$ cat config.mk
export PLATFORM = sky130hd
export DESIGN_NAME = demux_1_n_stream_v
export DESIGN_NICKNAME = d
export VERILOG_FILES = /design/src/rtl/demux_pkg.sv /design/src/rtl/demux_ch_reg_v.sv /design/src/rtl/demux_1_n_stream_v.sv
export SDC_FILE = /design/constraint.sdc
export NUM_CORES = 1
export LEC_CHECK = 0
export CELL_PAD_IN_SITES_DETAIL_PLACEMENT = 1
export CELL_PAD_IN_SITES_GLOBAL_PLACEMENT = 2
export CORE_AREA = 10 10 91 93
export CTS_CLUSTER_SIZE = 28
export DETAILED_ROUTE_END_ITERATION = 16
export DIE_AREA = 0 0 101 103
export PLACE_DENSITY_LB_ADDON = 0.05
export RECOVER_POWER = 50
export SKIP_CTS_REPAIR_TIMING = 1
export SYNTH_ARGS = -nofsm -noshare
export SYNTH_HDL_FRONTEND = slang
export SYNTH_SLANG_ARGS = --single-unit
$ cat constraint.sdc
create_clock -name i_clk -period 4.55 [get_ports i_clk]
set_input_delay 1.365 -clock i_clk [delete_from_list [all_inputs] [get_ports i_clk]]
set_output_delay 1.365 -clock i_clk [all_outputs]
set_load 0.005 [all_outputs]
$ cat src/rtl/demux_pkg.sv
// Shared definitions for the 1-to-N stream demultiplexer: mode encodings,
// drop counter width and a constant-evaluable clog2.
package demux_pkg;

  typedef enum logic {
    MODE_ADDR = 1'b0,
    MODE_RR   = 1'b1
  } mode_e;

  localparam int DROP_CNT_W = 8;

  function automatic int clog2(input int value);
    int result;
    int one;
    result = 0;
    one    = 1;
    for (int i = 0; i < 31; i++) begin
      if ((one << i) < value) begin
        result = i + 1;
      end else begin
        result = result;
      end
    end
    return result;
  endfunction

endpackage

$ cat src/rtl/demux_ch_reg_v.sv
// One-entry output register for a single demux channel; accepts a load while
// empty or while its current beat is being drained in the same cycle.
module demux_ch_reg_v #(
  parameter int W = 8
) (
  input  logic         i_clk,
  input  logic         i_rst,
  input  logic         i_load,
  input  logic [W-1:0] i_data,
  input  logic         i_ready,
  output logic         o_valid,
  output logic [W-1:0] o_data,
  output logic         o_can_load
);

  logic         r_valid;
  logic [W-1:0] r_data;

  assign o_can_load = ~r_valid | i_ready;
  assign o_valid    = r_valid;
  assign o_data     = r_data;

  // Load has priority over drain so a same-cycle drain+load keeps the entry full.
  always_ff @(posedge i_clk) begin
    if (i_rst) begin
      r_valid <= 1'b0;
      r_data  <= '0;
    end else if (i_load) begin
      r_valid <= 1'b1;
      r_data  <= i_data;
    end else if (i_ready) begin
      r_valid <= 1'b0;
    end else begin
      r_valid <= r_valid;
    end
  end

endmodule

$ cat src/rtl/demux_1_n_stream_v.sv
// 1-to-N valid/ready stream demultiplexer with addressed and strict round-robin
// steering; illegal addressed selects are dropped and counted.
module demux_1_n_stream_v
  import demux_pkg::*;
#(
  parameter  int N_CH  = 4,
  parameter  int W     = 8,
  localparam int SEL_W = clog2(N_CH)
) (
  input  logic              i_clk,
  input  logic              i_rst,
  input  logic              i_mode,
  input  logic              i_valid,
  output logic              o_ready,
  input  logic [W-1:0]      i_data,
  input  logic [SEL_W-1:0]  i_sel,
  output logic [N_CH-1:0]   o_valid,
  input  logic [N_CH-1:0]   i_ready,
  output logic [N_CH*W-1:0] o_data,
  output logic              o_err,
  output logic [DROP_CNT_W-1:0] o_drop_cnt
);

  localparam logic [SEL_W:0]   NCH_L   = (SEL_W + 1)'(N_CH);
  localparam logic [SEL_W-1:0] LAST_CH = SEL_W'(N_CH - 1);

  logic [SEL_W-1:0]      r_rr_ptr;
  logic                  r_err;
  logic [DROP_CNT_W-1:0] r_drop_cnt;

  logic                  w_rr_mode;
  logic [SEL_W-1:0]      w_target;
  logic                  w_illegal;
  logic                  w_tgt_open;
  logic                  w_accept;
  logic [N_CH-1:0]       w_can_load;
  logic [N_CH-1:0]       w_load;

  assign w_rr_mode = (mode_e'(i_mode) == MODE_RR);
  assign w_target  = w_rr_mode ? r_rr_ptr : i_sel;
  assign w_illegal = ~w_rr_mode & ({1'b0, i_sel} >= NCH_L);
  assign o_ready   = ~i_rst & (w_illegal | w_tgt_open);
  assign w_accept  = i_valid & o_ready;
  assign o_err      = r_err;
  assign o_drop_cnt = r_drop_cnt;

  // Steering: decode the target channel into its readiness and a load strobe.
  always_comb begin
    w_tgt_open = 1'b0;
    w_load     = '0;
    for (int k = 0; k < N_CH; k++) begin
      if (w_target == SEL_W'(k)) begin
        w_tgt_open = w_can_load[k];
        w_load[k]  = i_valid & ~i_rst & ~w_illegal & w_can_load[k];
      end else begin
        w_load[k]  = 1'b0;
      end
    end
  end

  // Round-robin pointer advances only on accepted beats, so a stalled channel blocks.
  always_ff @(posedge i_clk) begin
    if (i_rst) begin
      r_rr_ptr   <= '0;
      r_err      <= 1'b0;
      r_drop_cnt <= '0;
    end else begin
      r_err <= w_accept & w_illegal;
      if (w_accept && w_illegal && (r_drop_cnt != {DROP_CNT_W{1'b1}})) begin
        r_drop_cnt <= r_drop_cnt + DROP_CNT_W'(1);
      end else begin
        r_drop_cnt <= r_drop_cnt;
      end
      if (w_accept && w_rr_mode) begin
        r_rr_ptr <= (r_rr_ptr == LAST_CH) ? '0 : r_rr_ptr + SEL_W'(1);
      end else begin
        r_rr_ptr <= r_rr_ptr;
      end
    end
  end

  for (genvar k = 0; k < N_CH; k++) begin : g_ch
    demux_ch_reg_v #(.W(W)) u_ch (
      .i_clk      (i_clk),
      .i_rst      (i_rst),
      .i_load     (w_load[k]),
      .i_data     (i_data),
      .i_ready    (i_ready[k]),
      .o_valid    (o_valid[k]),
      .o_data     (o_data[k*W +: W]),
      .o_can_load (w_can_load[k])
    );
  end

endmodule

# Yosys cells after proc, flatten, opt, wreduce, memory -nomap -nowiden
# Cells that the tools add are included.
[word_totals]
word_cells = 54
ff_bits = 38
[op_classes]
n_eq_ne = 4
mux = 18
reduce_logical = 6
n_addsub = 1
n_bitwise = 16
[ops]
columns = ["op", "count"]
rows = [
  ["1-bit 2-to-1 mux", 16],
  ["2-bit nonzero test", 4],
  ["1-bit AND", 7],
  ["2-bit equality test, second input constant", 3],
  ["1-bit inverter", 5],
  ["2-bit 2-to-1 mux", 2],
  ["1-bit bitwise OR", 4],
  ["2-bit by 1-bit adder with 2-bit output, second input constant", 1],
  ["2-bit by 1-bit equality test with 1-bit output, second input constant", 1],
  ["2-bit zero test", 1],
  ["1-bit logical AND", 1],
]

# Logic depth before layout (Yosys ltp)
[logic_depth]
word_depth = 9
mapped_depth = 6

# Hierarchy
# A second synthesis with hierarchy kept.
[hier_totals]
hier_cells = 156
area_unflattened_um2 = 1607.8
[modules_own_cells]
columns = ["module", "cells_each", "instances", "seq_area_each_um2", "area_each_um2"]
rows = [
  ["demux_ch_reg_v", 30, 4, 180.2, 321.6],
  ["demux_1_n_stream_v", 36, 1, 40.0, 321.6],
]

# Least setup slack after synthesis
# OpenSTA, ideal clock, no wires.
[synth_path]
path_kind = "input -> output"
start = "in i_mode"
end = "out o_ready"
path_slack_ps = 879
path_buffers = 1
stages = 5
required_ps = 3185
arrival_time_ps = 2306
path_cell_list = "buf_6 > mux2_4 > mux2i_1 > nor2_1 > nor3_1"
[synth_via]
elab_chain_cells = 7
word_cells_on_any_way = 10
classes_between = "eq/ne: 3; mux: 5; bitwise: 1; reduce/logical: 1"
[synth_rtl]
columns = ["element", "line_no", "rtl"]
rows = [
  ["from (decl)", "demux_1_n_stream_v.sv:12", "input logic i_mode,"],
  ["2-bit 2-to-1 mux *", "demux_1_n_stream_v.sv:40", "assign w_target = w_rr_mode ? r_rr_ptr : i_sel;"],
  ["2-bit zero test", "demux_1_n_stream_v.sv:52", "if (w_target == SEL_W'(k)) begin"],
  ["1-bit 2-to-1 mux (3 in a row)", "demux_1_n_stream_v.sv:52", ""],
  ["1-bit 2-to-1 mux *", "demux_1_n_stream_v.sv:52", ""],
  ["1-bit AND *", "demux_1_n_stream_v.sv:42", "assign o_ready = ~i_rst & (w_illegal | w_tgt_open);"],
  ["to (decl)", "demux_1_n_stream_v.sv:14", "output logic o_ready,"],
]
# Every way passes the cells marked *; elsewhere a longest branch is shown, timed or not.

# Worst setup path in the final report
# Ends and elaborated chain as after synthesis.

==> results.tsv <==
stage	metric	value	unit
placed_design	Placer Congestion	0.866	
routing	DR iter-0 viols	14	
synth	YS warnings	0	
sta	period utilization	92.2	%
floorplan	# IOs	64	
floorplan	Die W	101	um
sta	Fin Setup TNS	0	ns
sta	Final Skew	0.00692	ns
floorplan	row cnt	30	
routing	First-pass DRT Iterations	4	
synth	share of flip-flops with an asynchronous set or reset	0	%
finish	Inserted Diodes	0	
clocking	H-tree levels	2	
finish	fill count	777	
clocking	clock buffer depth	2	
routing	via count	1428	
synth	most numerous cell in the Yosys netlist	nand2_1	
finish	fraction of layout cells with a size suffix above 1	9.27	%
power	Max rail drop VDD	0.0933	mV
power	Cell Pwr Density	301	mW/mm^2
synth	most frequent cells after synthesis	nand2_1 (64), dfxtp_1 (38), o21ai_0 (31)	
floorplan	starting density of the core	25.1	%
clocking	clock latency on the worst-skew pair	0.29	ns
floorplan	Core Region	0.00657	mm^2
synth	Yosys top cell by area	dfxtp_1	
synth	cell area after synthesis	0.00165	mm^2
routing	WL per Instance	15.1	um
placed_design	DP Cell Count	320	
setup_path	required time of the critical path	3.18	ns
setup_path	CP Class	in -> out	
placed_design	HPWL after detailed placement	4040	um
sta	Slew HR	23.6	%
routing	ANT nets after route	0	
floorplan	die area	0.0104	mm^2
finish	nets@finish	266	
synth	Post-synth top flop	dfxtp_1	
sta	Final WS setup	0.357	ns
synth	top cells by area, synth	dfxtp_1 (46%), nand2_1 (15%), o21ai_0 (9.4%)	
synth	Syn Area/Cell	8.55	um^2
clocking	clock tree sinks	38	
grt	all-layer global routing usage	9.74	%
clocking	Root Driver	clkbuf_8	
floorplan	Die H	103	um
clocking	cts bufs inserted	5	
clocking	TritonCTS clock tree	done	
routing	DRC	0	
min_path	hold crit path type	reg -> reg	
sta	Slew Viols, Final	0	
sta	fmax	0.238	GHz
synth	Seq/Total Area, Yosys	46.1	%
grt	number of antenna violations at the first check in global routing	0	
sta	Hold Slack	0.450	ns
sta	final setup fails	0	
run_status	status	completed	
setup_path	Worst path slowest cell	clkdlybuf4s50_1	
routing	routed vias/inst	4.35	
setup_path	CP endpoint kind	output port	
routing	final wirelength	4940	um
placed_design	input/output buffers	54	
clocking	CTS clk-pin slew, worst paths	0.07	ns
setup_path	critical-path cell list	clkdlybuf4s50_1 > mux2_4 > mux2i_2 > nor2_1 > nor3_1 > dlymetal6s2s_1	
sta	unrepaired setup endpoints after global routing	no	
synth	Mapped Cells	193	
synth	EDFF count, synth	0	
run	max-capacitance violation count	0	
finish	area grow syn2layout	39.5	%
grt	total gr overflow	0	
setup_path	nature of the critical path startpoint	primary input	
finish	Post-Layout Cell Count	328	
sta	final hold viol count	0	
sta	Worst Tran Pin Value	1.15	ns
setup_path	Worst EP arrival	2.83	ns
sta	post-layout minimum cycle time	4.19	ns
synth	post-synthesis register bit count	38	
setup_path	CP max stage delay	0.50	ns
grt	vias in the first global route	1571	
setup_path	CP max FO	3	
placed_design	Setup WS pre-CTS	-0.0357	ns
synth	Distinct cells, synth	26	
grt	pin count of the biggest net entering global routing	38	
power	P_leak	0.978	nW
synth	top-area cell type share of the netlist area	46.1	%
grt	first-pass GRT wire length	8000	um
-- power by group --
group          total [mW]  switching (mW)  internal [mW]
registers           0.356         0.00857          0.348
logic              0.0988          0.0478         0.0510
clock network       0.237           0.114          0.122
total               0.692           0.171          0.521
-- worst max-delay path, delay by kind of cell --
family	cells	cell delay (ns)
and+or+nand+nor	2	0.23
muxes	2	0.57
buffers and inverters	2	0.65
-- metal layers --
layer | up-vias | part of all wire (%) | global-route usage, %
li1 | 721 | - | -
met1 | 670 | 39 | 10.2
met2 | 31 | 54 | 17.7
met3 | 6 | 5.8 | 3.28
met4 | 0 | 1.2 | 3.64
met5 | - | 0 | 0
-- stage by stage --
stage / cell area, um^2 / utilization (%) / total power, mW
final: 2300 / 35.0 / 0.692
after global routing: 2300 / 35.0 / 0.732
after CTS: 2300 / 35.0 / 0.713
after detailed placement: 2200 / 33.6 / 0.472
after global placement: 2200 / 33.6 / 0.467
after floorplan: 1680 / - / 0.416
-- flip-flops by register name, indices dropped and copies added (netlist names) --
name               cells
g_ch.u_ch.o_valid      4
g_ch.u_ch.o_data      32
r_rr_ptr               2
-- path summary, 6_finish.rpt --
| check | endpoint | slack (ns) | startpoint | depth (start not counted) |
|---|---|---|---|---|
| setup / recovery | o_ready | 0.36 | i_mode | 6 |
| hold / removal | g_ch[3].u_ch.o_data[7] | 0.45 | g_ch[3].u_ch.o_data[7] | 2 |
| setup reg to reg | g_ch[0].u_ch.o_data[4] | 2.68 | r_rr_ptr[0] | 4 |
| hold reg to reg | g_ch[3].u_ch.o_data[7] | 0.45 | g_ch[3].u_ch.o_data[7] | 2 |
-- final cells by class --
cell class	count	area, um^2	share of cell area, %
Clock buffer	7	86.3	3.75
Clock inverter	1	5.00	0.217
Tap cell	80	100	4.35
Multi-Input combinational cell	140	754	32.8
Timing Repair Buffer	60	588	25.5
Inverter	2	7.51	0.326
Sequential cell	38	761	33.0
-- cell families (layout without fill, tap and decap cells) --
group | after synthesis | in the layout | synth area share (%)
buffers and inverters | 23 | 70 | 10.2
flip-flops | 38 | 38 | 46.1
AND/OR/NAND/NOR | 84 | 84 | 25.0
multiplexers | 7 | 7 | 4.93
other | 1 | 9 | 0.227
AO/OA/AOI/OAI | 39 | 39 | 12.7
adder cells (fa/ha/maj) | 1 | 1 | 0.758
-- layout by cell type, fill, tap and decap left out, drive strengths merged --
cell / n
a21o: 5
a21oi: 1
a22oi: 1
and2b: 1
and3: 1
buf: 6
clkbuf: 7
clkdlybuf4s50: 17
clkinv: 1
conb: 9
dfxtp: 38
dlygate4sd3: 36
dlymetal6s2s: 1
ha: 1
inv: 2
mux2: 3
mux2i: 4
nand2: 64
nand2b: 1
nand3: 1
nand3b: 1
nor2: 6
nor2b: 4
nor3: 1
nor4: 4
o21ai: 32
(Power assumes the default switching activity.)
==> RTL edit: new RTL, same settings <==
`N_CH`: 4 -> 3.
--- a/src/rtl/demux_1_n_stream_v.sv
+++ b/src/rtl/demux_1_n_stream_v.sv
@@ -3,7 +3,7 @@
 module demux_1_n_stream_v
   import demux_pkg::*;
 #(
-  parameter  int N_CH  = 4,
+  parameter  int N_CH  = 3,
   parameter  int W     = 8,
   localparam int SEL_W = clog2(N_CH)
 ) (
Ports: changed (resized i_ready, o_data and o_valid); port bits go from 64 to 54. No check against the original RTL was run, so the function may have changed too.
==> RTL edit against the unedited design <==
  * Synthesized cell count fell by 1.6%
  * Largest cell class is now multi-input gates
  * Routed wire length rose by 3.4%
  * Highest routed layer unchanged
  * Worst hold slack improved by 9.7 ps
  * Sequential share of layout area down 0.51 points
  * Global-route usage grew 0.16 points
  * Total power is 0.16% lower
  * Sequential cell count unchanged
  * Synthesized area is 0.15% lower
  * Worst setup slack worse by 63 ps
  * Cell count is 0.91% lower
  * Critical path depth unchanged
  * Cell area is 1.6% higher
==> RTL edit: results (changes against the unedited design) <==
- Slew @ Worst Pin: 808 ps (-337 ps)
- First-pass GRT wire length: 8.20 mm (+2.4%)
- Port Buffers: 53 (-1.9%)
- Leakage Power: 0.925 nW (-5.4%)
- Root Driver: clkbuf_8
- Final net count: 262 (-1.5%)
- Commonest cells post-synth: 51 x nand2_1, 38 x dfxtp_1, 23 x o21ai_0
- Synth area leaders: dfxtp_1 46%, nand2_1 12%, o21ai_0 7.0%
- Layout cells sized above 1: 11.0% (+1.7 points)
- Total global-route track usage: 9.90% (+0.16 points)
- Max IR drop VDD: 0.000101 V (+8.6%)
- Worst-path fanout max: 4 (+1)
- Mux contribution to synthesized area: 5.16% (+0.24 points)
- CTS max path bufs: 2 (unchanged)
- Post-synth cell types: 38 (+46%)
- Status: finished clean
- Adder-cell area share of the yosys netlist: 0.759% (+0.0012 points)
- WL/cell: 15.7 um (+4.4%)
- Critical Path AT: 2890 ps (+60 ps)
- Post-synthesis sequential area ratio: 46.2% (+0.070 points)
- Largest net degree at the start of global routing: 30 (-21%)
- Max reg flops: 24 (-25%)
- Vias in the first global route: 1658 (+5.5%)
- Final Skew: 8.73 ps (+1.81 ps)
- Hpwl dp: 3.99 mm (-1.1%)
- Fill cells: 772 (-0.64%)
- Final GP Congestion: 0.824 (-4.8%)
[RTL edit: path summary, 6_finish.rpt]
kind / slack [ps] / endpoint / startpoint
max: 290 / o_ready / i_mode
min reg2reg: 460 / g_ch[0].u_ch.o_data[5] / g_ch[0].u_ch.o_data[5]
max reg2reg: 2560 / g_ch[2].u_ch.o_data[2] / r_rr_ptr[0]
min: 460 / g_ch[0].u_ch.o_data[5] / g_ch[0].u_ch.o_data[5]
[RTL edit: cell families after synthesis]
kind of cell               Yosys count
and+or+nand+nor                     82
AOI/OAI and AO/OA                   47
DFF                                 38
buffers and inverters               16
muxes                                6
adders and majority gates            1
[RTL edit: layer usage]
layer,global-route usage (%),part of all wire (%),up-vias
li1,-,-,767
met1,10.4,39,720
met2,17.7,52,40
met3,3.55,6.8,8
met4,3.75,2.1,0
met5,0,0,-
[RTL edit: through the flow]
stage / cell area [um2] / cells / hold slack, ps
floorplan: 1650 / 190 / 445
global placement: 2240 / 317 / 444
detailed placement: 2240 / 317 / 454
CTS: 2340 / 325 / 466
global route: 2340 / 325 / 484
finish: 2340 / 325 / 459
[RTL edit: layout make-up]
type	instances	area share, %
clock buffers	6	3.53
flip-flops and latches	38	32.5
inverters	4	0.642
repair buffers	59	24.6
multi-input cells	136	33.9
well taps	80	4.28
clock inverters	2	0.535
[RTL edit: worst register-to-register path, delay by kind of cell (launching register included)]
kind            cells  cell delay (ps)
simple gates        1              720
buf+inv             1              200
compound gates      1              210
mux                 1              380
flops               1              330
[RTL edit: power breakdown]
part           leakage (nW)  internal (W)  switching [W]
Clock                0.0472      0.000122       0.000125
Combinational         0.569     0.0000484      0.0000423
Sequential            0.309      0.000346     0.00000746
Total                 0.925      0.000517       0.000174
